## config.mk

```make
export PLATFORM = sky130hd
export DESIGN_NAME = key_io_responder_flat
export DESIGN_NICKNAME = d
export VERILOG_FILES = /design/src/rtl/key_io_responder_pkg.sv /design/src/rtl/key_io_responder_if.sv /design/src/rtl/key_io_responder_debouncer.sv /design/src/rtl/key_io_responder.sv /design/src/flat_wrapper.sv
export SDC_FILE = /design/constraint.sdc
export NUM_CORES = 1
export LEC_CHECK = 0
export CAP_MARGIN = 20
export CORE_ASPECT_RATIO = 1.1
export CORE_MARGIN = 3
export CORE_UTILIZATION = 40
export CTS_CLUSTER_DIAMETER = 200
export CTS_CLUSTER_SIZE = 12
export DETAILED_ROUTE_END_ITERATION = 10
export GPL_TIMING_DRIVEN = 0
export PLACE_DENSITY_LB_ADDON = 0.1
export SLEW_MARGIN = 30
export SYNTH_ARGS = -nofsm -noshare
export SYNTH_HDL_FRONTEND = slang
export SYNTH_SLANG_ARGS = --single-unit
```

## constraint.sdc

```tcl
create_clock -name clk -period 3.6 [get_ports clk]
set_input_delay 0.54 -clock clk [delete_from_list [all_inputs] [get_ports clk]]
set_output_delay 0.54 -clock clk [all_outputs]
set_load 0.005 [all_outputs]
```

## src/rtl/key_io_responder_pkg.sv

```systemverilog
// Shared constants for memory-mapped device responders: addresses and the
// control/status register bit layout reused by the KEY, SW and timer devices.
package key_io_responder_pkg;

  localparam logic [31:0] KDATA_ADDR = 32'hF000_0010;
  localparam logic [31:0] KCTRL_ADDR = 32'hF000_0110;

  localparam int KCTRL_READY   = 0;
  localparam int KCTRL_OVERRUN = 2;
  localparam int KCTRL_IE      = 8;

  typedef struct packed {
    logic ie;
    logic overrun;
    logic ready;
  } kctrl_t;

  function automatic logic [31:0] kctrl_pack(input kctrl_t c);
    logic [31:0] word;
    word                = '0;
    word[KCTRL_READY]   = c.ready;
    word[KCTRL_OVERRUN] = c.overrun;
    word[KCTRL_IE]      = c.ie;
    return word;
  endfunction

endpackage

```

## src/rtl/key_io_responder_if.sv

```systemverilog
// Data-memory bus seen by a device responder: processor drives address and
// strobes, the responder answers with combinational read data and a hit flag.
interface key_io_responder_if #(
  parameter int DBITS = 32
);
  logic [DBITS-1:0] addr;
  logic             isLoad;
  logic             isStore;
  logic [DBITS-1:0] wrData;
  logic [DBITS-1:0] rdData;
  logic             hit;

  modport master (output addr, isLoad, isStore, wrData, input rdData, hit);
  modport slave  (input addr, isLoad, isStore, wrData, output rdData, hit);
endinterface

```

## src/rtl/key_io_responder_debouncer.sv

```systemverilog
// Two-flop synchroniser plus stability counter for the push-button pins.
// changed_o is high in the cycle whose closing edge loads a new debounced value.
module key_debouncer #(
  parameter int KEY_WIDTH       = 4,
  parameter int DEBOUNCE_CYCLES = 1000,
  parameter int CNT_WIDTH       = 16
) (
  input  logic                 clk,
  input  logic                 reset,
  input  logic [KEY_WIDTH-1:0] key_i,
  output logic [KEY_WIDTH-1:0] kdata_o,
  output logic                 changed_o
);

  localparam logic [CNT_WIDTH-1:0] CNT_LAST = CNT_WIDTH'(DEBOUNCE_CYCLES - 1);

  logic [KEY_WIDTH-1:0] sync1_q, sync2_q;
  logic [KEY_WIDTH-1:0] kdata_q, kdata_d;
  logic [CNT_WIDTH-1:0] cnt_q, cnt_d;

  // The terminal check precedes the change check so a level that has been
  // stable long enough is committed even if the pin moves again right now.
  always_comb begin
    kdata_d   = kdata_q;
    cnt_d     = cnt_q;
    changed_o = 1'b0;
    if (sync2_q == kdata_q) begin
      cnt_d = '0;
    end else if (cnt_q == CNT_LAST) begin
      kdata_d   = sync2_q;
      cnt_d     = '0;
      changed_o = 1'b1;
    end else if (sync1_q != sync2_q) begin
      cnt_d = '0;
    end else begin
      cnt_d = cnt_q + 1'b1;
    end
  end

  always_ff @(posedge clk or negedge reset) begin
    if (!reset) begin
      sync1_q <= '1;
      sync2_q <= '1;
      kdata_q <= '1;
      cnt_q   <= '0;
    end else begin
      sync1_q <= key_i;
      sync2_q <= sync1_q;
      kdata_q <= kdata_d;
      cnt_q   <= cnt_d;
    end
  end

  assign kdata_o = kdata_q;

endmodule

```

## src/rtl/key_io_responder.sv

```systemverilog
// KEY device on the data-memory bus: debounced key value (KDATA) plus
// Ready/Overrun/IE control-status (KCTRL) and a level interrupt request.
module key_io_responder
  import key_io_responder_pkg::*;
#(
  parameter int               DBITS           = 32,
  parameter int               KEY_WIDTH       = 4,
  parameter logic [DBITS-1:0] ADDR_KDATA      = DBITS'(KDATA_ADDR),
  parameter logic [DBITS-1:0] ADDR_KCTRL      = DBITS'(KCTRL_ADDR),
  parameter int               DEBOUNCE_CYCLES = 1000,
  parameter int               CNT_WIDTH       = 16
) (
  input  logic                 clk,
  input  logic                 reset,
  input  logic [KEY_WIDTH-1:0] KEY,
  key_io_responder_if.slave    bus,
  output logic                 intr
);

  logic [KEY_WIDTH-1:0] kdata;
  logic                 key_changed;
  logic                 sel_kdata, sel_kctrl;
  logic                 ld_kdata, st_kctrl;
  kctrl_t               ctrl_q, ctrl_d;
  logic                 unused_wr;

  key_debouncer #(
    .KEY_WIDTH       (KEY_WIDTH),
    .DEBOUNCE_CYCLES (DEBOUNCE_CYCLES),
    .CNT_WIDTH       (CNT_WIDTH)
  ) u_debouncer (
    .clk       (clk),
    .reset     (reset),
    .key_i     (KEY),
    .kdata_o   (kdata),
    .changed_o (key_changed)
  );

  assign sel_kdata = (bus.addr == ADDR_KDATA);
  assign sel_kctrl = (bus.addr == ADDR_KCTRL);
  // A cycle with both strobes is a store; it must not consume Ready.
  assign ld_kdata  = bus.isLoad & ~bus.isStore & sel_kdata;
  assign st_kctrl  = bus.isStore & sel_kctrl;

  always_comb begin
    ctrl_d = ctrl_q;
    if (st_kctrl) begin
      ctrl_d.ie = bus.wrData[KCTRL_IE];
      if (!bus.wrData[KCTRL_OVERRUN]) ctrl_d.overrun = 1'b0;
    end
    // A new value overruns only if the previous one is still unread this cycle.
    if (key_changed) begin
      ctrl_d.ready = 1'b1;
      if (ctrl_q.ready && !ld_kdata) ctrl_d.overrun = 1'b1;
    end else if (ld_kdata) begin
      ctrl_d.ready = 1'b0;
    end
  end

  always_ff @(posedge clk or negedge reset) begin
    if (!reset) begin
      ctrl_q <= '0;
    end else begin
      ctrl_q <= ctrl_d;
    end
  end

  always_comb begin
    bus.rdData = '0;
    if (sel_kdata) begin
      bus.rdData = DBITS'(kdata);
    end else if (sel_kctrl) begin
      bus.rdData = DBITS'(kctrl_pack(ctrl_q));
    end
  end

  assign bus.hit = sel_kdata | sel_kctrl;
  assign intr    = ctrl_q.ready & ctrl_q.ie;

  assign unused_wr = ^{bus.wrData[DBITS-1:KCTRL_IE+1],
                       bus.wrData[KCTRL_IE-1:KCTRL_OVERRUN+1],
                       bus.wrData[KCTRL_OVERRUN-1:0]};

endmodule

```

## src/flat_wrapper.sv

```systemverilog
// flat-port wrapper written by rule: the top's interface ports become plain ports
module key_io_responder_flat import key_io_responder_pkg::*;
#(
  parameter int               DBITS           = 32,
  parameter int               KEY_WIDTH       = 4,
  parameter logic [DBITS-1:0] ADDR_KDATA      = DBITS'(KDATA_ADDR),
  parameter logic [DBITS-1:0] ADDR_KCTRL      = DBITS'(KCTRL_ADDR),
  parameter int               DEBOUNCE_CYCLES = 1000,
  parameter int               CNT_WIDTH       = 16
)
  (clk, reset, KEY, intr, bus_addr, bus_isLoad, bus_isStore, bus_wrData, bus_rdData, bus_hit);
  key_io_responder_if #(.DBITS(DBITS)) bus_i ();
  input  logic clk;
  input  logic reset;
  input  logic [KEY_WIDTH-1:0] KEY;
  output logic intr;
  input wire logic [$bits(bus_i.addr)-1:0] bus_addr;
  input wire logic [$bits(bus_i.isLoad)-1:0] bus_isLoad;
  input wire logic [$bits(bus_i.isStore)-1:0] bus_isStore;
  input wire logic [$bits(bus_i.wrData)-1:0] bus_wrData;
  output wire logic [$bits(bus_i.rdData)-1:0] bus_rdData;
  output wire logic [$bits(bus_i.hit)-1:0] bus_hit;
  assign bus_i.addr = bus_addr;
  assign bus_i.isLoad = bus_isLoad;
  assign bus_i.isStore = bus_isStore;
  assign bus_i.wrData = bus_wrData;
  assign bus_rdData = bus_i.rdData;
  assign bus_hit = bus_i.hit;
  key_io_responder #(.DBITS(DBITS), .KEY_WIDTH(KEY_WIDTH), .ADDR_KDATA(ADDR_KDATA), .ADDR_KCTRL(ADDR_KCTRL), .DEBOUNCE_CYCLES(DEBOUNCE_CYCLES), .CNT_WIDTH(CNT_WIDTH)) u_core (.clk(clk), .reset(reset), .KEY(KEY), .bus(bus_i), .intr(intr));
endmodule
```

# Yosys cells after proc, flatten, opt, wreduce, memory -nomap -nowiden
# Cells that the tools add are included.
# totals
word_cells	37
input_bits	72
ff_bits	31
# classes
reduce_logical	4
addsub	1
n_eq_ne	5
bitwise_logic	7
muxes	13
# ops
cell	n
== test 32 bit (second input constant)	2
2-to-1 mux 16 bit	3
2-to-1 mux 32 bit	1
adder 16 x 1 -> 16 bit (second input constant)	1
== test 16 x 10 -> 1 bit (second input constant)	1
2-to-1 mux 9 bit	1
2-to-1 mux 1 bit	8
AND 1 bit	4
== test 4 bit	1
!= test 4 bit	1
inverter 1 bit	2
AND reduction 2 bit	1
nonzero test 2 bit	1
logical AND 1 bit	1
logical NOT 1 bit	1
bitwise OR 1 bit	1

# Depth between registers and ports, before layout
# Gate-level depths: netlist (run 1).
# logic_depth
word_depth	7
ltp_mapped	7
depth_no_buf	5

# By module
# A second synthesis (run 1) with hierarchy kept.
# unflattened
cells_unflattened	185
hier_area_um2	1835.5
# modules_own_cells
mod	cells_each	area_each_um2	n_inst
key_debouncer	108	1251.2	1
key_io_responder	77	584.3	1

# Worst setup path after synthesis (run 1)
# Ideal clock, no wire load.
# synth_path
kind	in2out
start	input port bus_addr[14]
end	output port bus_rdData[8]
slack_ns	1.533
arrival_time_ns	1.527
t_required_ns	3.060
path_stages	5
cell_sequence	nor4b_1 -> nand4_1 -> or2_1 -> inv_1 -> and3_1
# synth_between
elab_chain_len	3
word_cells_on_any_way	4
cone_classes	eq/ne (2); mux (2)
# synth_rtl
element	line_no	source
start: declaration	flat_wrapper.sv:17	input wire logic [$bits(bus_i.addr)-1:0] bus_addr;
== test 32 bit	key_io_responder.sv:40	assign sel_kctrl = (bus.addr == ADDR_KCTRL);
2-to-1 mux 9 bit	key_io_responder.sv:72	end else if (sel_kctrl) begin
2-to-1 mux 32 bit *	key_io_responder.sv:70	if (sel_kdata) begin
end: declaration	flat_wrapper.sv:21	output wire logic [$bits(bus_i.rdData)-1:0] bus_rdData;
# Mark *: on every way between the ends. The rest lies on a longest branch, timed or not.

# Worst setup path in the final report (run 1)
# layout_path
start	input port bus_addr[23]
end	output port bus_rdData[1]
# layout_between
elab_chain_len	2
# layout_rtl
element	line_no	source
== test 32 bit	key_io_responder.sv:39	assign sel_kdata = (bus.addr == ADDR_KDATA);
2-to-1 mux 32 bit	key_io_responder.sv:70	
# Every way passes these cells.

==> reports/results.ini, run 1 <==
[run]
max_cap_viol_count=0

[timing]
post_layout_minimum_cycle_time_ns=3.13
min_period_over_period_pct=86.9
tns_ns=0
worst_slack_ns=0.473
final_hold_viol_count=0
max_slew_margin_pct=55.4
timing.final.max_slew_violations=0
worst_clock_skew_ns=0.00562
worst_max_slew_pin_slew_ns=0.668
endpoints_failing_setup=0
rsz0062_at_grt=false
maxClockFrequency_mhz=320

[synthesis]
synthesis.yosys.warnings=0
synth_area_um2=1770
synth_seq_cells=31
syn_area_per_cell_um2=10.1
synth.lib_cells_used.distinct=35
yosysSeqAreaShare_pct=44.6
instance_count_of_the_mapped_netlist=175

[placement]
placement.cell_area_um2=2400
gp_routability_congestion=0.769
buffer_ports.inserted=47
pre_cts_ws_ns=0.455
dpl.hpwl_um=3240

[global_routing]
grt_pass1_wl_um=6610
maximum_number_of_pins_on_one_net_before_global_route_repair=32
antenna_violations_before_repair=0
first_global_vias=1351
grt_use_total_pct=16.2
grt.overflow.total=0

[worst_setup_path]
kind_of_end_point_of_the_critical_path=output pin
r2r_start=u_core.u_debouncer.cnt_q[12]
worstPathRequired_ns=3.06
r2r_slack_ns=1.40
timing.critical_path.from_type=input port
rr_endpoint=u_core.u_debouncer.cnt_q[6]
timing_worst_setup_path_type=in2out
reg2regPathDepth=6
cp-startpoint=bus_addr[23]
timing.critical_path.fanout_max=5
worstPathArrival_ns=2.59

[floorplan]
fp.dieArea_um2=5260
rows=24
core_region_area_um2=4110
dieHeight_um=75.8
die-width_um=69.5
initial_standard_cell_utilization_of_the_core_pct=43.1
num_io_pins=106

[final_layout]
post-route-cell-area_um2=2500
drive_above_1_share_pct=21.1
antenna-diode-count=0
mostFrequentLayoutCells=clkdlybuf4s50_1, buf_4, conb_1
final_util_pct=60.8
seq_area_um2=791
multi_input_comb_area_um2=838
num-nets-final=328
area_delta_synth_final_pct=41.1
final.fill_count=378
commonest_non_fill_non_tap_cell_in_the_layout=clkdlybuf4s50_1

[route]
detailroute.wirelength.met3_um=380
initialDrtViolationCount=24
routed.top_layer=met4
wire_length_per_cell_after_detailed_routing_um=13.0
routed_wl_um=4000
antenna_left=0
num_vias=1450
routed_wire_length_on_met2_um=1780
routed_via_density=4.71
remaining_drc_errors=0
router_iterations_before_antenna_repair=4
met1_length_um=1780

[clock_network]
cts.sink_count=31
post_cts_setup_buffer_count=0
tritoncts=yes
hold_buffers=0
cts.clk_slew.worst_paths_ns=0.06
clock_tree.htree_level_count=2
clk-insertion-delay-late_ns=0.28
ctsLongestPathBuffers=2
cts_buffers=5
post_cts_resized=0
root_buffer=clkbuf_8

[power]
p_per_area_nw_per_um2=302
power.leakage_nw=1.09
maximum_vdd_drop_mv=0.280

[worst_hold_path]
hold_path.class=in2async

[status]
status=completed

## cell type report
class,count,area share [%]
multi-input cells,136,33.5
flip-flops and latches,31,31.6
repair buffers,47,18.6
plain buffers,31,9.16
clock buffers,8,4.00
well taps,52,2.60
inverters,3,0.450
## layer usage
metal	vias to the layer above	GRT usage (%)
li1	716	-
met1	661	21.0
met2	67	24.6
met3	6	6.07
met4	0	7.16
met5	-	0
## worst max-delay path, stage by stage
cell and delay, ns:
clkdlybuf4s50_1 0.40, nor4b_1 0.34, nand4_1 0.22, or2_1 0.33, nor3b_1 0.22, clkdlybuf4s50_1 0.53
## state kept, by name (all words and copies together) (netlist names)
signal and count:
u_core.u_debouncer.sync1_q 4, u_core.u_debouncer.kdata_o 4, u_core.u_debouncer.cnt_q 16, u_core.u_debouncer.sync2_q 4
u_core.ctrl_q 3
## synth_stat cells, drive strengths merged
master / instances / area share, %
o31ai: 1 / 0.42
xnor2: 9 / 4.4
nand4: 8 / 2.8
and4b: 1 / 0.56
nand3: 7 / 2.7
and3: 2 / 0.71
nand2: 9 / 1.9
or4: 3 / 1.3
or2: 1 / 0.35
a21oi: 3 / 0.85
nor4: 5 / 1.8
inv: 3 / 0.64
xor2: 10 / 4.9
clkbuf: 2 / 0.42
and4: 3 / 1.5
ha: 1 / 0.71
nor3b: 2 / 0.85
nor4b: 2 / 0.99
o21ai: 3 / 0.85
nor3: 4 / 1.1
and2: 5 / 1.8
nor2: 17 / 3.6
o211ai: 1 / 0.42
mux2: 5 / 4.0
dfstp: 12 / 18
or3: 3 / 1.1
conb: 1 / 0.21
o41ai: 1 / 0.49
buf: 29 / 12
mux2i: 2 / 1.1
dfrtp: 19 / 27
nand2b: 1 / 0.35
## logic make-up (layout without fill, tap and decap cells)
family,count (synthesis),after routing,synth area share [%]
adder cells (fa/ha/maj),1,1,0.706
XOR/XNOR,19,19,9.39
multiplexers,7,7,5.16
buffers and inverters,34,89,13.6
AND/OR/NAND/NOR,73,73,23.3
flip-flops,31,31,44.6
AO/OA/AOI/OAI,9,9,3.04
other,1,27,0.212
## per-stage QoR
| step | cells | total power [mW] | hold slack (ns) |
|---|---|---|---|
| final | 308 | 0.754 | 0.286 |
| after global routing | 308 | 0.788 | 0.333 |
| after CTS | 308 | 0.762 | 0.306 |
| after detailed placement | 300 | 0.464 | 0.364 |
| after global placement | 300 | 0.463 | 0.361 |
| after floorplan | 201 | 0.410 | 0.244 |
## worst max path at each step
stage,slack (ns),to
after floorplan,1.53,bus_rdData[8]
after global placement,0.49,bus_rdData[1]
after detailed placement,0.45,bus_rdData[3]
after CTS,0.46,bus_rdData[3]
after global routing,0.26,bus_rdData[3]
final,0.47,bus_rdData[1]
## power by group
group	switching (mW)	leakage [nW]	total, mW	internal, mW
Sequential	0.00457	0.380	0.362	0.358
Clock	0.121	0.0515	0.295	0.174
Combinational	0.0326	0.654	0.0965	0.0640
Total	0.158	1.09	0.754	0.596
Power figures use the tool's default switching activity.
==> run 2: changes to the inputs <==
Settings changed: ABC_AREA set to 1, CORE_MARGIN 3 to not set, CORE_UTILIZATION 40 to 43, REMOVE_ABC_BUFFERS set to 1.
==> run 2 against run 1 <==
Combinational power is 13% lower. Hold slack worse by 0.0068 ns. Critical path type unchanged. Critical path depth is 4 higher. Largest cell class unchanged. Cell area is 0.70% higher. Routed wire length is 7.8% lower. Clock-buffer cell count is 3 lower. Critical endpoint is now bus_rdData[2]. Register-to-register slack better by 0.72 ns. Cell count is 22% higher. Clock skew is 0.00055 ns lower. Die area is 6.3% lower. Synthesized cell count is 53% higher. Largest power group unchanged. Clock power is 10% lower.
==> reports/results.ini, run 2 <==
[clock_network]
cts.clk_slew.worst_paths_ns=0.07
hold_buffers=0
clk-insertion-delay-late_ns=0.28
tritoncts=yes
cts.sink_count=31
post_cts_resized=0
clock_tree.htree_level_count=2
ctsLongestPathBuffers=2
post_cts_setup_buffer_count=0
root_buffer=clkbuf_8
cts_buffers=5

[timing]
worst_slack_ns=0.742
worst_max_slew_pin_slew_ns=0.648
rsz0062_at_grt=false
final_hold_viol_count=0
post_layout_minimum_cycle_time_ns=2.86
timing.final.max_slew_violations=0
min_period_over_period_pct=79.4
tns_ns=0
maxClockFrequency_mhz=350
max_slew_margin_pct=56.8
worst_clock_skew_ns=0.00507
endpoints_failing_setup=0

[synthesis]
yosys_most_used_dff=dfrtp_1
synth_enable_flop_cells=0
yosys-top-cells-area=dfrtp_1, dfstp_2, buf_4
synth_commonest_cells=nor2_1, nand2_1, inv_1
synth.most_common_cell=nor2_1
largest_area_contributor_in_the_synthesized_netlist=dfrtp_1
yosysSeqAreaShare_pct=39.5
synth_area_um2=2000
post-synth-top-area-fraction_pct=23.8
asyncSetResetFlopFracSynth_pct=100
syn_area_per_cell_um2=7.47
instance_count_of_the_mapped_netlist=268
synth.lib_cells_used.distinct=25
synthesis.yosys.warnings=0
synth_seq_cells=31

[route]
wire_length_per_cell_after_detailed_routing_um=9.82
remaining_drc_errors=0
routed_wl_um=3690
initialDrtViolationCount=60
antenna_left=0
router_iterations_before_antenna_repair=4
num_vias=1634
routed_via_density=4.35

[run]
max_cap_viol_count=0

[final_layout]
commonest_non_fill_non_tap_cell_in_the_layout=nor2_1
num-nets-final=394
drive_above_1_share_pct=9.63
area_delta_synth_final_pct=25.7
final.fill_count=428
multi_input_comb_area_um2=941
stdcell_count=376
registers.top_by_ff_count=u_core.u_debouncer.cnt_q
mostFrequentLayoutCells=nor2_1, nand2_1, clkdlybuf4s50_1
largest_register_ffs=16
final_util_pct=57.5
antenna-diode-count=0
seq_area_um2=791

[worst_setup_path]
timing.critical_path.from_type=input port
timing_worst_setup_path_type=in2out
timing.critical_path.fanout_max=6
r2r_slack_ns=2.12
worstPathArrival_ns=2.32
worstPathRequired_ns=3.06
kind_of_end_point_of_the_critical_path=output pin
reg2regPathDepth=9

[power]
total_power_draw_mw=0.712
power.leakage_nw=1.13
p_per_area_nw_per_um2=283
maximum_vdd_drop_mv=0.333

[global_routing]
groute.layer.met1.usage_pct=19.4
top_usage_layer=met2
antenna_violations_before_repair=0
grt_use_total_pct=16.7
grt_util_met3_pct=4.04
grt_pass1_wl_um=6130
maximum_number_of_pins_on_one_net_before_global_route_repair=32
grt.overflow.total=0
first_global_vias=1491
grt_use_met2_pct=27.4

[floorplan]
dieHeight_um=73.6
rows=25
num_io_pins=106
initial_standard_cell_utilization_of_the_core_pct=45.7
fp.dieArea_um2=4930
core_region_area_um2=4380
die-width_um=67.1

[placement]
dp_cells=368
dpl.hpwl_um=2930
gp_routability_congestion=0.847
pre_cts_ws_ns=0.734
buffer_ports.inserted=48

[status]
status=completed

[worst_hold_path]
hold_path.class=in2async

run 2: cell count changes in the layout (fill, tap and decap cells not counted), sizes merged, moves of 5 or more:
cell    delta
and2       -5
buf       -29
clkbuf     -5
inv       +38
mux2       -5
nand2     +45
nand3     +14
nand4      -6
nor2      +41
nor4       -5
o21ai      +7
run 2: critical path: stages:
cell and delay, ns:
clkdlybuf4s50_1 0.46, inv_1 0.05, nor2_1 0.08, nand2_1 0.06, nor2_1 0.10, nand2_1 0.06, nor2_1 0.26, nand3_1 0.11
o21ai_0 0.09, clkdlybuf4s50_1 0.52
run 2: where the power goes:
group          internal [mW]  leakage, nW  total, mW  switching [mW]
Clock                  0.134       0.0402      0.265           0.131
Sequential             0.358        0.385      0.362         0.00456
Combinational         0.0491        0.701     0.0844          0.0353
run 2: cell families (layout without fill, tap and decap cells):
kind of cell               after synthesis  after routing  share of synthesized area (%)
adders and majority gates                1              1                          0.625
AOI/OAI and AO/OA                       12             12                           3.25
other                                    1             27                          0.187
buffers and inverters                   69             97                           18.4
xor gates and xnor gates                15             15                           6.56
and+or+nand+nor                        139            139                           31.5
DFF                                     31             31                           39.5
run 2: path summary, 6_finish.rpt:
path	startpoint	endpoint
setup / recovery	bus_addr[8]	bus_rdData[2]
hold / removal	reset	u_core.u_debouncer.cnt_q[3]
setup reg to reg	u_core.u_debouncer.cnt_q[0]	u_core.u_debouncer.kdata_o[3]
hold reg to reg	u_core.u_debouncer.sync1_q[2]	u_core.u_debouncer.sync2_q[2]
max in group asynchronous	reset	u_core.u_debouncer.cnt_q[14]
min in group clk	u_core.u_debouncer.sync1_q[2]	u_core.u_debouncer.sync2_q[2]
run 2: area by class of cell:
cell class	count	area share [%]
multi-input cells	194	37.4
repair buffers	48	18.9
flip-flops and latches	31	31.4
clock inverters	3	0.795
inverters	41	6.11
clock buffers	5	2.73
well taps	54	2.68
run 2: routing by layer:
metal | vias to the layer above | wire (µm)
met5 | - | 0
met4 | 0 | 68
met3 | 7 | 403
met2 | 63 | 1600
met1 | 702 | 1620
li1 | 862 | -
run 2: per-stage QoR:
stage | hold slack [ns] | area (µm²)
after global placement | 0.362 | 2430
after global routing | 0.337 | 2520
after CTS | 0.294 | 2520
after detailed placement | 0.363 | 2430
final | 0.279 | 2520
after floorplan | 0.244 | 1890
